[src/rtl/serial_pkg.sv]
// Shared definitions for the serial transmit/capture pair.
package serial_pkg;

  localparam int unsigned DEF_DATA_W       = 8;
  localparam int unsigned DEF_CLKS_PER_BIT = 4;

  typedef enum logic [2:0] {
    IDLE   = 3'd0,
    START  = 3'd1,
    DATA   = 3'd2,
    PARITY = 3'd3,
    STOP   = 3'd4
  } state_t;

endpackage

[src/rtl/serial_frame_tx_bit_timer.sv]
// Enable-gated modulo-CLKS_PER_BIT counter marking the last cycles of a serial bit.
module bit_timer
  import serial_pkg::*;
#(
  parameter int unsigned CLKS_PER_BIT = DEF_CLKS_PER_BIT
) (
  input  logic CLK,
  input  logic RST_n,
  input  logic ena,
  input  logic clr_n,
  output logic bit_end,
  output logic bit_pre_end
);

  localparam int unsigned CNT_W = $clog2(CLKS_PER_BIT);

  logic [CNT_W-1:0] cnt;

  // Count within a bit; wraps at the bit boundary, held at 0 while cleared.
  always_ff @(negedge CLK) begin
    if (!RST_n) begin
      cnt <= '0;
    end else if (ena) begin
      if (!clr_n || bit_end) cnt <= '0;
      else                   cnt <= cnt + CNT_W'(1);
    end
  end

  assign bit_end     = (cnt == CNT_W'(CLKS_PER_BIT - 1));
  assign bit_pre_end = (cnt == CNT_W'(CLKS_PER_BIT - 2));

endmodule

[src/rtl/serial_frame_tx.sv]
// Parallel-in, serial-out frame transmitter: start, data LSB first, optional even parity, stop.
module serial_frame_tx
  import serial_pkg::*;
#(
  parameter int unsigned DATA_W       = DEF_DATA_W,
  parameter int unsigned CLKS_PER_BIT = DEF_CLKS_PER_BIT,
  parameter bit          PARITY_EN    = 1'b1
) (
  input  logic              CLK,
  input  logic              RST_n,
  input  logic              ena,
  input  logic [DATA_W-1:0] din,
  input  logic              load,
  output logic              ready,
  output logic              txd,
  output logic              busy,
  output logic              done
);

  localparam int unsigned BCNT_W = $clog2(DATA_W + 1);

  state_t              state;
  logic [DATA_W-1:0]   shreg;
  logic [DATA_W-1:0]   shreg_nxt;
  logic                parity;
  logic [BCNT_W-1:0]   bit_cnt;
  logic                bit_end;
  logic                bit_pre_end;
  logic                tmr_clr_n;

  // Timer runs only while a frame is in flight, so each frame starts on a fresh bit.
  assign tmr_clr_n = (state != IDLE);
  assign shreg_nxt = shreg >> 1;

  bit_timer #(
    .CLKS_PER_BIT (CLKS_PER_BIT)
  ) u_bit_timer (
    .CLK         (CLK),
    .RST_n       (RST_n),
    .ena         (ena),
    .clr_n       (tmr_clr_n),
    .bit_end     (bit_end),
    .bit_pre_end (bit_pre_end)
  );

  // Frame FSM; txd/busy/ready/done are registered alongside the state.
  always_ff @(negedge CLK) begin
    if (!RST_n) begin
      state   <= IDLE;
      txd     <= 1'b1;
      busy    <= 1'b0;
      ready   <= 1'b1;
      done    <= 1'b0;
      shreg   <= '0;
      parity  <= 1'b0;
      bit_cnt <= '0;
    end else if (ena) begin
      done <= 1'b0;
      case (state)
        IDLE: begin
          if (load) begin
            shreg  <= din;
            parity <= ^din;
            state  <= START;
            txd    <= 1'b0;
            busy   <= 1'b1;
            ready  <= 1'b0;
          end
        end
        START: begin
          if (bit_end) begin
            state   <= DATA;
            bit_cnt <= '0;
            txd     <= shreg[0];
          end
        end
        DATA: begin
          if (bit_end) begin
            shreg   <= shreg_nxt;
            bit_cnt <= bit_cnt + BCNT_W'(1);
            if (bit_cnt == BCNT_W'(DATA_W - 1)) begin
              if (PARITY_EN) begin
                state <= PARITY;
                txd   <= parity;
              end else begin
                state <= STOP;
                txd   <= 1'b1;
              end
            end else begin
              txd <= shreg_nxt[0];
            end
          end
        end
        PARITY: begin
          if (bit_end) begin
            state <= STOP;
            txd   <= 1'b1;
          end
        end
        STOP: begin
          // Registered pulse lands in the final cycle of the stop bit.
          if (bit_pre_end) done <= 1'b1;
          if (bit_end) begin
            state <= IDLE;
            busy  <= 1'b0;
            ready <= 1'b1;
            txd   <= 1'b1;
          end
        end
        default: begin
          state <= IDLE;
          busy  <= 1'b0;
          ready <= 1'b1;
          txd   <= 1'b1;
        end
      endcase
    end
  end

endmodule

[config.mk]
export PLATFORM = sky130hd
export DESIGN_NAME = serial_frame_tx
export DESIGN_NICKNAME = d
export VERILOG_FILES = /design/src/rtl/serial_pkg.sv /design/src/rtl/serial_frame_tx_bit_timer.sv /design/src/rtl/serial_frame_tx.sv
export SDC_FILE = /design/constraint.sdc
export NUM_CORES = 1
export LEC_CHECK = 0
export BUFFER_PORTS_ARGS = -buffer_cell sky130_fd_sc_hd__buf_2
export CORE_ASPECT_RATIO = 1.1
export CORE_UTILIZATION = 50
export DETAILED_ROUTE_END_ITERATION = 12
export PLACE_DENSITY = 0.78
export SLEW_MARGIN = 20
export SYNTH_ARGS = -nofsm -noshare
export SYNTH_HDL_FRONTEND = slang
export SYNTH_HIERARCHICAL = 1
export SYNTH_SLANG_ARGS = --single-unit
[constraint.sdc]
create_clock -name CLK -period 1.64 [get_ports CLK]
set_clock_uncertainty 0.15 [all_clocks]
set_input_delay 0.328 -clock CLK [delete_from_list [all_inputs] [get_ports CLK]]
set_output_delay 0.328 -clock CLK [all_outputs]
set_load 0.01 [all_outputs]
==> metrics <==
Yosys reg bits 22; FP Rows 18; vias in the first global route 1,312; effective utilization at floorplan 53.4%; crit-path leading delay family flip-flops; GPL Wtd Cong 0.797; later-pin clock latency in the skew report 0.39 ns; layout cell share with drive strength beyond 1 ~51%; hold_sp ready; total CTS buffers 3; Seq pwr share 42.5%; Synth area leaders dfxtp_1 37%, nand2_1 5.9%, a311oi_1 5.1%, xnor2_1 5.1%, nor2_1 4.1%; worst slew pin tran 0.314 ns; Final ANT Viol Nets 0; CP endpoint kind output pin; DRC violations left 0; H-tree levels 1; n_diodes 0; wirelength, routed 4160 um; max-slew violation count 0; die span in x 48.8 um; commonest non-fill, non-tap cell in the layout inv_1; CTS Hold Bufs 0; Routed wire per std cell 18.2 um; DR vias/cell 5.78; final setup vio count 23; Area after DPL 1510 sq um; flop2flop setup slack -0.13 ns; Net Sw Power 0.508 mW; final core utilization between 80% and 90%; Leak Pwr 0.871 nW; design area 1990 sq um; post-route setup slack -0.503 ns; Vias ~1.3k; Clock Pin Slew Worst Setup and Hold Paths 0.07 ns; Post-synth EDFFs 0; Root Buffer clkbuf_4; startpoint types register; setup_tns -6.88 ns; synthesized area 1200 sq um; post-synth top area cell dfxtp_1; WHS Endpoint ready; largest net degree at the start of global routing 13; Worst Path Arrival approximately 1.7 ns; Core Box Area 2250 sq um; switching share of total power 36.8%; setup slack at placement -0.760 ns; Initial DRC Count 28; PwrDens 693 nW/um^2; chip height 53.5 um; Syn Nets 153; outcome complete, but fails checks; Layout area overhead 65.7%; worst endpoint required time 1.16 ns; Sink Count 22; final global-route overflow total 0; critical setup path kind reg2out; unrepaired setup endpoints after global routing yes; Port Buffers 15; Clock Path Buffers 2; failing checks setup timing; TritonCTS clock tree built; final hold viol count 0; Synth Flop Type dfxtp_1; async set or reset register ratio after synthesis 0%; internal power 0.874 mW; Synth top area share 36.6%; yosys synthesis warning count 6; first-pass GRT wire length 6020 um; NumNets Final roughly 220; critical-path maximum fanout 2; Ports 16; post-route insts no fill 229; Max VDD drop 664 uV; Slowest-stage cell, CP dfxtp_2; most frequent cells in the layout 24 x inv_1, 19 x buf_6, 19 x buf_4; Comb pwr share 20.8%; Hold Path Depth 1; crit path cell chain buf_6; Slew headroom 79.0%; Syn Inst Count roughly 140; first-pass detailed-route iteration total 4; Yosys cell types 45; DP Cell Count 199; hpwl dp roughly 2000 um; max-capacitance violation count 0; initial antenna violation count 0; R2R Path Start u_bit_timer/cnt[1]; register area share after synthesis 36.6%; R2R depth 6; Clk pwr share 36.7%; total power approximately 1.4 mW; Die ar. 2610 sq um; hold_ws 0.311 ns; RR Endpoint shreg[6]; Hold Crit Class reg2reg; Worst path max stage delay 0.33 ns; GRT Total Usage a little under a third; average size of a mapped cell 8.72 sq um; WP buf/inv 1
-- kinds of logic (layout without fill, tap and decap cells) --
kind of cell    after synthesis  after routing  share of synthesized area, %
flops                        22             22                          36.6
compound gates               30             30                          17.0
xor+xnor                      8              8                          6.45
buf+inv                      12             73                          5.61
simple gates                 58             58                          26.9
mux                           5              5                          4.26
fa+ha+maj                     3              3                          3.12
-- area by class of cell --
class                   count  area (sq um)
well taps                  30          37.5
clock inverters            23          87.6
multi-input cells         104           931
clock buffers               3          22.5
repair buffers             44           427
flip-flops and latches     22           452
inverters                   3          37.5
fillers                    99           258
-- synthesized netlist by cell type, types with 2 or more instances --
cell and n:
clkbuf_1 2, and4bb_1 2, nand2_1 19, and2b_1 2
ha_1 3, a311oi_1 7, nand3b_1 2, buf_2 2
nand2b_1 2, o21ai_0 3, nor2_1 13, a21oi_1 9
dfxtp_1 22, and3_1 2, inv_1 4, xnor2_1 7
mux2i_1 4, nand3_1 3, o31ai_1 2, o21a_1 3
-- state kept, by name (all words and copies together) (netlist names) --
| signal | flops |
|---|---|
| shreg | 8 |
| bit_cnt | 4 |
| state | 3 |
| u_bit_timer/cnt | 2 |
| busy | 1 |
| done | 1 |
| parity | 1 |
| ready | 1 |
| txd | 1 |
-- how the worst max path moves through the flow --
stage | slack [ns] | start | cells past startpoint | endpoint
after global placement | -0.69 | ena | 5 | bit_cnt[3]
after detailed placement | -0.76 | ena | 6 | shreg[2]
after CTS | -0.47 | done | 1 | done
final | -0.50 | busy | 1 | busy
after global routing | -0.52 | busy | 1 | busy
after floorplan | -0.60 | ena | 4 | bit_cnt[3]
-- layer usage --
metal,part of all wire [%],global-route usage (%),up-vias
li1,-,-,611
met1,40,34.0,657
met2,54,56.5,41
met3,4.2,9.77,14
met4,2.4,13.7,0
met5,0,0,-
-- power groups by stage --
| stage | logic (mW) | registers, mW | clock network [mW] |
|---|---|---|---|
| global placement | 0.181 | 0.587 | 0.0898 |
| CTS | 0.268 | 0.583 | 0.488 |
| detailed placement | 0.188 | 0.589 | 0.0898 |
| global route | 0.303 | 0.588 | 0.584 |
| floorplan | 0.115 | 0.589 | 0.0898 |
| finish | 0.287 | 0.587 | 0.507 |
-- what timing repair did --
item,in CTS,in global routing
endpoints found under the setup margin,24,25
setup buffers,5,2
cloned,1,0
pin swaps,21,9
resized for setup,48,23
No activity file was read; power rests on OpenSTA's default activity.
